**config.mk**
```make
export PLATFORM = sky130hd
export DESIGN_NAME = alu_issue_ctrl
export DESIGN_NICKNAME = d
export VERILOG_FILES = /design/src/rtl/alu_issue_ctrl.sv
export SDC_FILE = /design/constraint.sdc
export NUM_CORES = 1
export LEC_CHECK = 0
export CORE_AREA = 3 3 86 88
export DETAILED_ROUTE_END_ITERATION = 8
export DIE_AREA = 0 0 89 91
export GPL_ROUTABILITY_DRIVEN = 0
export HOLD_SLACK_MARGIN = 0.03
export SLEW_MARGIN = 0
export SYNTH_ARGS = -nofsm -noshare
export SYNTH_HDL_FRONTEND = slang
export SYNTH_SLANG_ARGS = --single-unit
```
**constraint.sdc**
```tcl
create_clock -name CLK -period 2.65 [get_ports CLK]
set_input_delay 0.53 -clock CLK [delete_from_list [all_inputs] [get_ports CLK]]
set_output_delay 0.53 -clock CLK [all_outputs]
set_load 0.03 [all_outputs]
```
**src/rtl/alu_issue_ctrl.sv**
```systemverilog
// ALU issue controller: decodes opcode/funct into the 3-bit ALU select, sequences
// single-cycle ops and the multi-cycle MOD unit, and returns a registered result
// with zero/error flags. Issue stalls (instr_ready=0) while an op is in flight.
module alu_issue_ctrl #(
  parameter int WIDTH       = 32,
  parameter int MOD_TIMEOUT = 64
) (
  input  logic             CLK,
  input  logic             reset_n,
  input  logic             instr_valid,
  output logic             instr_ready,
  input  logic [5:0]       opcode,
  input  logic [5:0]       funct,
  output logic [2:0]       alu_ctr,
  output logic             mod_start,
  input  logic [WIDTH-1:0] alu_result,
  input  logic             alu_zero,
  input  logic             mod_done,
  output logic             res_valid,
  output logic [WIDTH-1:0] res_data,
  output logic             res_zero,
  output logic             res_err
);

  // Counter only needs to reach MOD_TIMEOUT-1.
  localparam int CW = (MOD_TIMEOUT > 2) ? $clog2(MOD_TIMEOUT) : 1;
  localparam logic [CW-1:0] CNT_LAST = CW'(MOD_TIMEOUT - 1);

  // ALU operation codes
  localparam logic [2:0] OP_AND = 3'b000;
  localparam logic [2:0] OP_OR  = 3'b001;
  localparam logic [2:0] OP_XOR = 3'b010;
  localparam logic [2:0] OP_NOR = 3'b011;
  localparam logic [2:0] OP_SLT = 3'b100;
  localparam logic [2:0] OP_ADD = 3'b101;
  localparam logic [2:0] OP_SUB = 3'b110;
  localparam logic [2:0] OP_MOD = 3'b111;

  typedef enum logic [1:0] {
    S_IDLE      = 2'd0,
    S_EXEC      = 2'd1,
    S_MOD_START = 2'd2,
    S_MOD_WAIT  = 2'd3
  } state_t;

  state_t          state, state_n;
  logic [CW-1:0]   cnt;
  logic            accept;
  logic            dec_legal;
  logic [2:0]      dec_ctr;
  logic            dec_is_mod;
  logic            timeout;

  assign accept     = instr_valid & instr_ready;
  assign dec_is_mod = dec_legal && (dec_ctr == OP_MOD);
  // Done has priority over the timeout when both land on the same cycle.
  assign timeout    = (state == S_MOD_WAIT) && !mod_done && (cnt == CNT_LAST);

  // Instruction decode: opcode/funct -> ALU select plus legality
  always_comb begin
    dec_legal = 1'b1;
    dec_ctr   = OP_AND;
    if (opcode == 6'h00) begin
      unique case (funct)
        6'h24:   dec_ctr = OP_AND;
        6'h25:   dec_ctr = OP_OR;
        6'h26:   dec_ctr = OP_XOR;
        6'h27:   dec_ctr = OP_NOR;
        6'h2A:   dec_ctr = OP_SLT;
        6'h20:   dec_ctr = OP_ADD;
        6'h22:   dec_ctr = OP_SUB;
        6'h1A:   dec_ctr = OP_MOD;
        default: dec_legal = 1'b0;
      endcase
    end else begin
      unique case (opcode)
        6'h08, 6'h23, 6'h2B: dec_ctr = OP_ADD;
        6'h0C:               dec_ctr = OP_AND;
        6'h0D:               dec_ctr = OP_OR;
        6'h0A:               dec_ctr = OP_SLT;
        6'h04:               dec_ctr = OP_SUB;
        default:             dec_legal = 1'b0;
      endcase
    end
  end

  // State register
  always_ff @(posedge CLK or negedge reset_n) begin
    if (!reset_n) state <= S_IDLE;
    else          state <= state_n;
  end

  // Next-state logic; illegal ops never leave IDLE
  always_comb begin
    state_n = state;
    unique case (state)
      S_IDLE: begin
        if (accept && dec_legal) state_n = dec_is_mod ? S_MOD_START : S_EXEC;
      end
      S_EXEC:      state_n = S_IDLE;
      S_MOD_START: state_n = S_MOD_WAIT;
      S_MOD_WAIT:  if (mod_done || timeout) state_n = S_IDLE;
      default:     state_n = S_IDLE;
    endcase
  end

  // State-decoded outputs
  always_comb begin
    instr_ready = (state == S_IDLE);
    mod_start   = (state == S_MOD_START);
  end

  // ALU select: loaded only on a legal accept, held otherwise
  always_ff @(posedge CLK or negedge reset_n) begin
    if (!reset_n)                             alu_ctr <= OP_AND;
    else if (accept && dec_legal)             alu_ctr <= dec_ctr;
  end

  // Wait counter for the modulo unit: cleared while launching, counts every wait cycle
  always_ff @(posedge CLK or negedge reset_n) begin
    if (!reset_n)                      cnt <= '0;
    else if (state == S_MOD_START)     cnt <= '0;
    else if (state == S_MOD_WAIT)      cnt <= cnt + 1'b1;
  end

  // Result capture and one-cycle res_valid pulse
  always_ff @(posedge CLK or negedge reset_n) begin
    if (!reset_n) begin
      res_valid <= 1'b0;
      res_data  <= '0;
      res_zero  <= 1'b0;
      res_err   <= 1'b0;
    end else begin
      res_valid <= 1'b0;
      unique case (state)
        S_IDLE: begin
          if (accept && !dec_legal) begin
            res_valid <= 1'b1;
            res_data  <= '0;
            res_zero  <= 1'b0;
            res_err   <= 1'b1;
          end
        end
        S_EXEC: begin
          res_valid <= 1'b1;
          res_data  <= alu_result;
          res_zero  <= alu_zero;
          res_err   <= 1'b0;
        end
        S_MOD_WAIT: begin
          if (mod_done) begin
            res_valid <= 1'b1;
            res_data  <= alu_result;
            res_zero  <= alu_zero;
            res_err   <= 1'b0;
          end else if (timeout) begin
            res_valid <= 1'b1;
            res_data  <= '0;
            res_zero  <= 1'b0;
            res_err   <= 1'b1;
          end
        end
        default: ;
      endcase
    end
  end

endmodule

```
# Word-level counts from Yosys, hierarchy flattened
# Index checks and enable logic that the tools add are counted.
# W data, S select, Z words.
[totals] mem_bits_rw=0 memories=0 romBits=0 input_bits=49 wordCells=78 regBits=46 latch_bits=0
[classes] muxes=28 magnitude_cmp=0 bitwise_logic=1 n_reduce_logical=17 n_div=0 eq_ne=24 n_mul=0 shift=0 addsub=1
[ops] op="$mux W32" n=3
[ops] op="$pmux W32 S3" n=1
[ops] op="$eq A6 B6 Y1 const B" n=10
[ops] op="$eq A6 B4 Y1 const B" n=4
[ops] op="$pmux W3 S7" n=1
[ops] op="$mux W1" n=12
[ops] op="$mux W6" n=2
[ops] op="$pmux W3 S4" n=1
[ops] op="$pmux W1 S3" n=3
[ops] op="$pmux W2 S4" n=1
[ops] op="$reduce_or A8 Y1" n=1
[ops] op="$reduce_or A7 Y1" n=1
[ops] op="$add A6 B1 Y6 const B" n=1
[ops] op="$eq A6 B3 Y1 const B" n=1
[ops] op="$eq A6 B5 Y1 const B" n=1
[ops] op="$logic_not A6 Y1" n=1
[ops] op="$mux W2" n=3
[ops] op="$logic_and A1 B1 Y1" n=5
[ops] op="$eq A2 B2 Y1 const B" n=2
[ops] op="$ne A2 B1 Y1 const B" n=2
[ops] op="$eq A3 B3 Y1 const B" n=1
[ops] op="$mux W3" n=1
[ops] op="$ne A3 B3 Y1 const B" n=1
[ops] op="$reduce_and A3 Y1" n=1
[ops] op="other kinds (10)" n=11

# Logic depth before layout (Yosys ltp)
[logic_depth] ltp_word=9 mapped_depth=7 mapped_depth_nobuf=6

# Least setup slack after synthesis
# No wires, ideal clock.
[synth_timing] kind="input port to flip-flop" start="input opcode[4]" end="register alu_ctr[1]" cell_stages=6 arrival_ns=2.284 path_slack_ns=0.241 setup_time_ns=0.125 path_cell_list="or3_1 a2111o_1 a2111oi_2 nor3_1 nand3_1 mux2_2"
[synth_via] elab_chain_len=5
[synth_lines] item="start: declaration" line_no="12" rtl="input logic [5:0] opcode,"
[synth_lines] item="$eq A6 B3 Y1, or another cell as far along" line_no="76" rtl="unique case (opcode)"
[synth_lines] item="$reduce_or A7 Y1 (no source line)"
[synth_lines] item="$mux W1" line_no="76"
[synth_lines] item="$mux W1" line_no="63" rtl="if (opcode == 6'h00) begin"
[synth_lines] item="$logic_and A1 B1 Y1" line_no="116" rtl="else if (accept && dec_legal) alu_ctr <= dec_ctr;"
[synth_lines] item="end signal: assignment" line_no="116"
[synth_lines] item="end: declaration" line_no="14" rtl="output logic [2:0] alu_ctr,"
# Parallel ways exist; a longest one is shown, timed or not.
# A chain may end at the register's enable or synchronous reset.

# Final worst setup path
[layout_timing] start="input funct[1]" end="register state[1]"
[layout_via] elab_chain_len=8
[layout_lines] item="start: declaration" line_no="13" rtl="input logic [5:0] funct,"
[layout_lines] item="$eq A6 B5 Y1 / $eq A6 B6 Y1 (equally long branches)" line_no="64" rtl="unique case (funct)"
[layout_lines] item="$pmux W3 S7 / $reduce_or A8 Y1 (equally long branches)"
[layout_lines] item="$mux W3 / $mux W1 (equally long branches)" line_no="63, 64"
[layout_lines] item="$eq A3 B3 Y1 / $mux W1 (equally long branches)" line_no="55, 63"
[layout_lines] item="$logic_and A1 B1 Y1" line_no="55" rtl="assign dec_is_mod = dec_legal && (dec_ctr == OP_MOD);"
[layout_lines] item="$mux W2 (2 in series)" line_no="98" rtl="if (accept && dec_legal) state_n = dec_is_mod ? S_MOD_START : S_EXEC;"
[layout_lines] item="$pmux W2 S4" line_no="96" rtl="unique case (state)"
[layout_lines] item="end signal: assignment" line_no="90" rtl="else state <= state_n;"
[layout_lines] item="end: declaration" line_no="46" rtl="state_t state, state_n;"
# Parallel ways exist; a longest one is shown, timed or not. The select of a mux whose other input is x is not followed.

==> out/metrics.yaml <==
drc: 0
register_area_mm2: 0.00115
start_kind: "primary input"
die_h_um: 91
syn_to_final_growth_pct: 57.9
period_needed_ns: 2.60
drt-pass1-iter-count: 4
fillers: 610
finalCritPeriodShare: 0.981
slew_headroom: 0.734
h-tree-depth: 2
seq_power_share: 0.486
drt_iter0_drc: 69
arrival_ns: 2.82
busiest_layer: "met2"
crit_path_max_fanout: 4
clk_path_buf_depth: 2
antenna_found_initial: 0
postSynthCellCount: 244
cp_data_required_time_ns: 2.87
vias: 2089
finalClockSkew_ns: 0.0107
start_util: 0.328
max_freq_mhz: 385
syn_nets: 294
cellPowerDensity_mw_per_mm2: 448
report.power.total_w: 0.00156
end_kind: "flop"
status: "finished clean"
routed_wl_um: 6210
place_area_mm2: 0.00329
grt_pass1_wl_um: 9450
grt_overflow: 0
combPwrFrac: 0.246
grtUsageTotal: 0.147
numPortBuffers: 88
multiInputGateArea_um2: 975
gr-usage-met2: 0.253
setup_viol: 0
hold_class: "primary input to asynchronous set/reset pin"
clock_sinks: 46
grt_start_max_net_pins: 57
ioPinCount: 89
numCtsBuffers: 5
synth_cell_type_count: 37
final_antenna_net_count: 0
grt_pass1_vias: 1971
p_int_w: 0.00112
critPathKind: "primary input to flop"
hold_viol: 0
path_clk_slew_ns: 0.08
setup_tns_ns: 0
dieArea_mm2: 0.00810
final_area_mm2: 0.00348
viasPerCell: 4.86
core_mm2: 0.00672
synthesis.area_mm2: 0.00221
wire_per_inst_um: 14.4
gr-usage-met1: 0.179
setup_ws_ns: 0.0500
ys_warn_count: 0
cts_root_buffer: "clkbuf_8"
synthArstFlopShare: 1.00
ctsHoldBuffers: 0
synth_ff_type: "dfrtp_1"
clk_latency_ns: 0.30
tritoncts: "yes"
grt_use_met3: 0.0381
die_w_um: 89
worstMarginPinSlew_ns: 0.396
post-place-ws_ns: -0.224
ys_ff_latch: 46
cap_violations: 0
std_cell_rows: 30
synth-seq-area-share: 0.522
fin_nets: 399
antennaDiodeCount: 0
dp_hpwl_um: 4290
peakVddDrop_mv: 0.260
final_max_slew_viol_count: 0
leakagePower_nw: 1.42
power.share.clock: 0.268
switchingPower_w: 0.000445
drive_gt1_frac: 0.117
synth-edff-count: 0
swShare: 0.285
synth.avg_cell_area_um2: 9.04
## routing by layer
| metal | vias to the layer above | share of wire |
|---|---|---|
| met1 | 975 | 0.44 |
| met4 | 0 | 0.0076 |
| met3 | 4 | 0.050 |
| met2 | 45 | 0.50 |
| li1 | 1065 | - |
| met5 | - | 0 |
## synthesized netlist by cell type (2+ instances only)
cell | count | share of area
mux2i_1 | 3 | 0.014
buf_4 | 2 | 0.0068
o22ai_1 | 2 | 0.0057
buf_6 | 3 | 0.015
a21oi_1 | 8 | 0.018
o21ai_1 | 7 | 0.016
nand2_1 | 44 | 0.075
nand3_1 | 41 | 0.093
dfrtp_1 | 46 | 0.52
clkbuf_1 | 9 | 0.015
nor3_1 | 4 | 0.0091
o21ai_0 | 34 | 0.077
nor2_1 | 6 | 0.010
inv_1 | 8 | 0.014
or3_1 | 3 | 0.0085
nand2b_1 | 3 | 0.0085
## metrics by stage
stage,util,instances,hold WS [ns]
final,0.518,430,0.127
after global routing,0.518,430,0.136
after CTS,0.502,425,0.129
after detailed placement,0.489,417,0.452
after global placement,0.489,417,0.454
after floorplan,-,244,0.234
## critical path: stages
cell and delay [ns]:
clkdlybuf4s50_1 0.47, or3b_4 0.40, nor3_4 0.31, nor3_1 0.10, a221o_1 0.37, or4_1 0.51
o21ai_1 0.13
## area by class of cell
class                   count  area share
clock buffers               6      0.0208
clock inverters             2     0.00395
inverters                   8     0.00862
multi-input cells         175       0.280
flip-flops and latches     46       0.331
well taps                  80      0.0287
repair buffers            113       0.327
## worst paths after layout
path	startpoint	endpoint	slack (ns)	cells after the start
worst max-delay path	funct[1]	state[1]	0.05	7
worst min-delay path	reset_n	res_data[28]	0.13	1
worst max register to register	cnt[0]	res_data[12]	0.96	7
worst min register to register	res_data[3]	res_data[3]	0.53	2
max in group asynchronous	reset_n	res_data[12]	1.95	2
min in group CLK	res_data[3]	res_data[3]	0.53	2
## layout by cell type (no fill, tap or decap), drive strengths merged, types with 3 or more instances in the layout
| cell type | synthesis | layout |
|---|---|---|
| dfrtp | 46 | 46 |
| a21oi | 8 | 8 |
| o21ai | 41 | 41 |
| clkbuf | 10 | 8 |
| buf | 5 | 24 |
| nor2 | 6 | 6 |
| clkdlybuf4s50 | 0 | 87 |
| nand3 | 41 | 41 |
| or3 | 3 | 3 |
| nand2 | 44 | 44 |
| nor3 | 5 | 5 |
| inv | 8 | 8 |
| mux2i | 3 | 3 |
| nand2b | 3 | 3 |
## flip-flops by register name, indices dropped and copies added (netlist names)
signal	flops
state	2
alu_ctr	3
res_data	32
res_valid	1
res_zero	1
cnt	6
res_err	1
## power groups by stage
stage          Combinational, W  Clock, W  Sequential (W)
2_1_floorplan         0.0000772         0        0.000845
3_3_place_gp           0.000359         0        0.000772
3_5_place_dp           0.000360         0        0.000772
4_1_cts                0.000361  0.000438        0.000759
5_1_grt                0.000413  0.000465        0.000763
6_report               0.000384  0.000418        0.000758
## what timing repair did
| action | 4_1_cts | 5_1_grt |
|---|---|---|
| gates resized for setup | 0 | 7 |
| buffers inserted | 0 | 2 |
| endpoints found under the setup margin | 0 | 9 |
## logic make-up after synthesis
group                      Yosys count  share of synthesized area
and+or+nand+nor                    111                      0.243
AOI/OAI and AO/OA                   59                      0.156
DFF                                 46                      0.522
buffers and inverters               23                     0.0545
muxes                                4                     0.0187
adders and majority gates            1                    0.00567
Note: power is estimated with default switching activity, not from simulation.
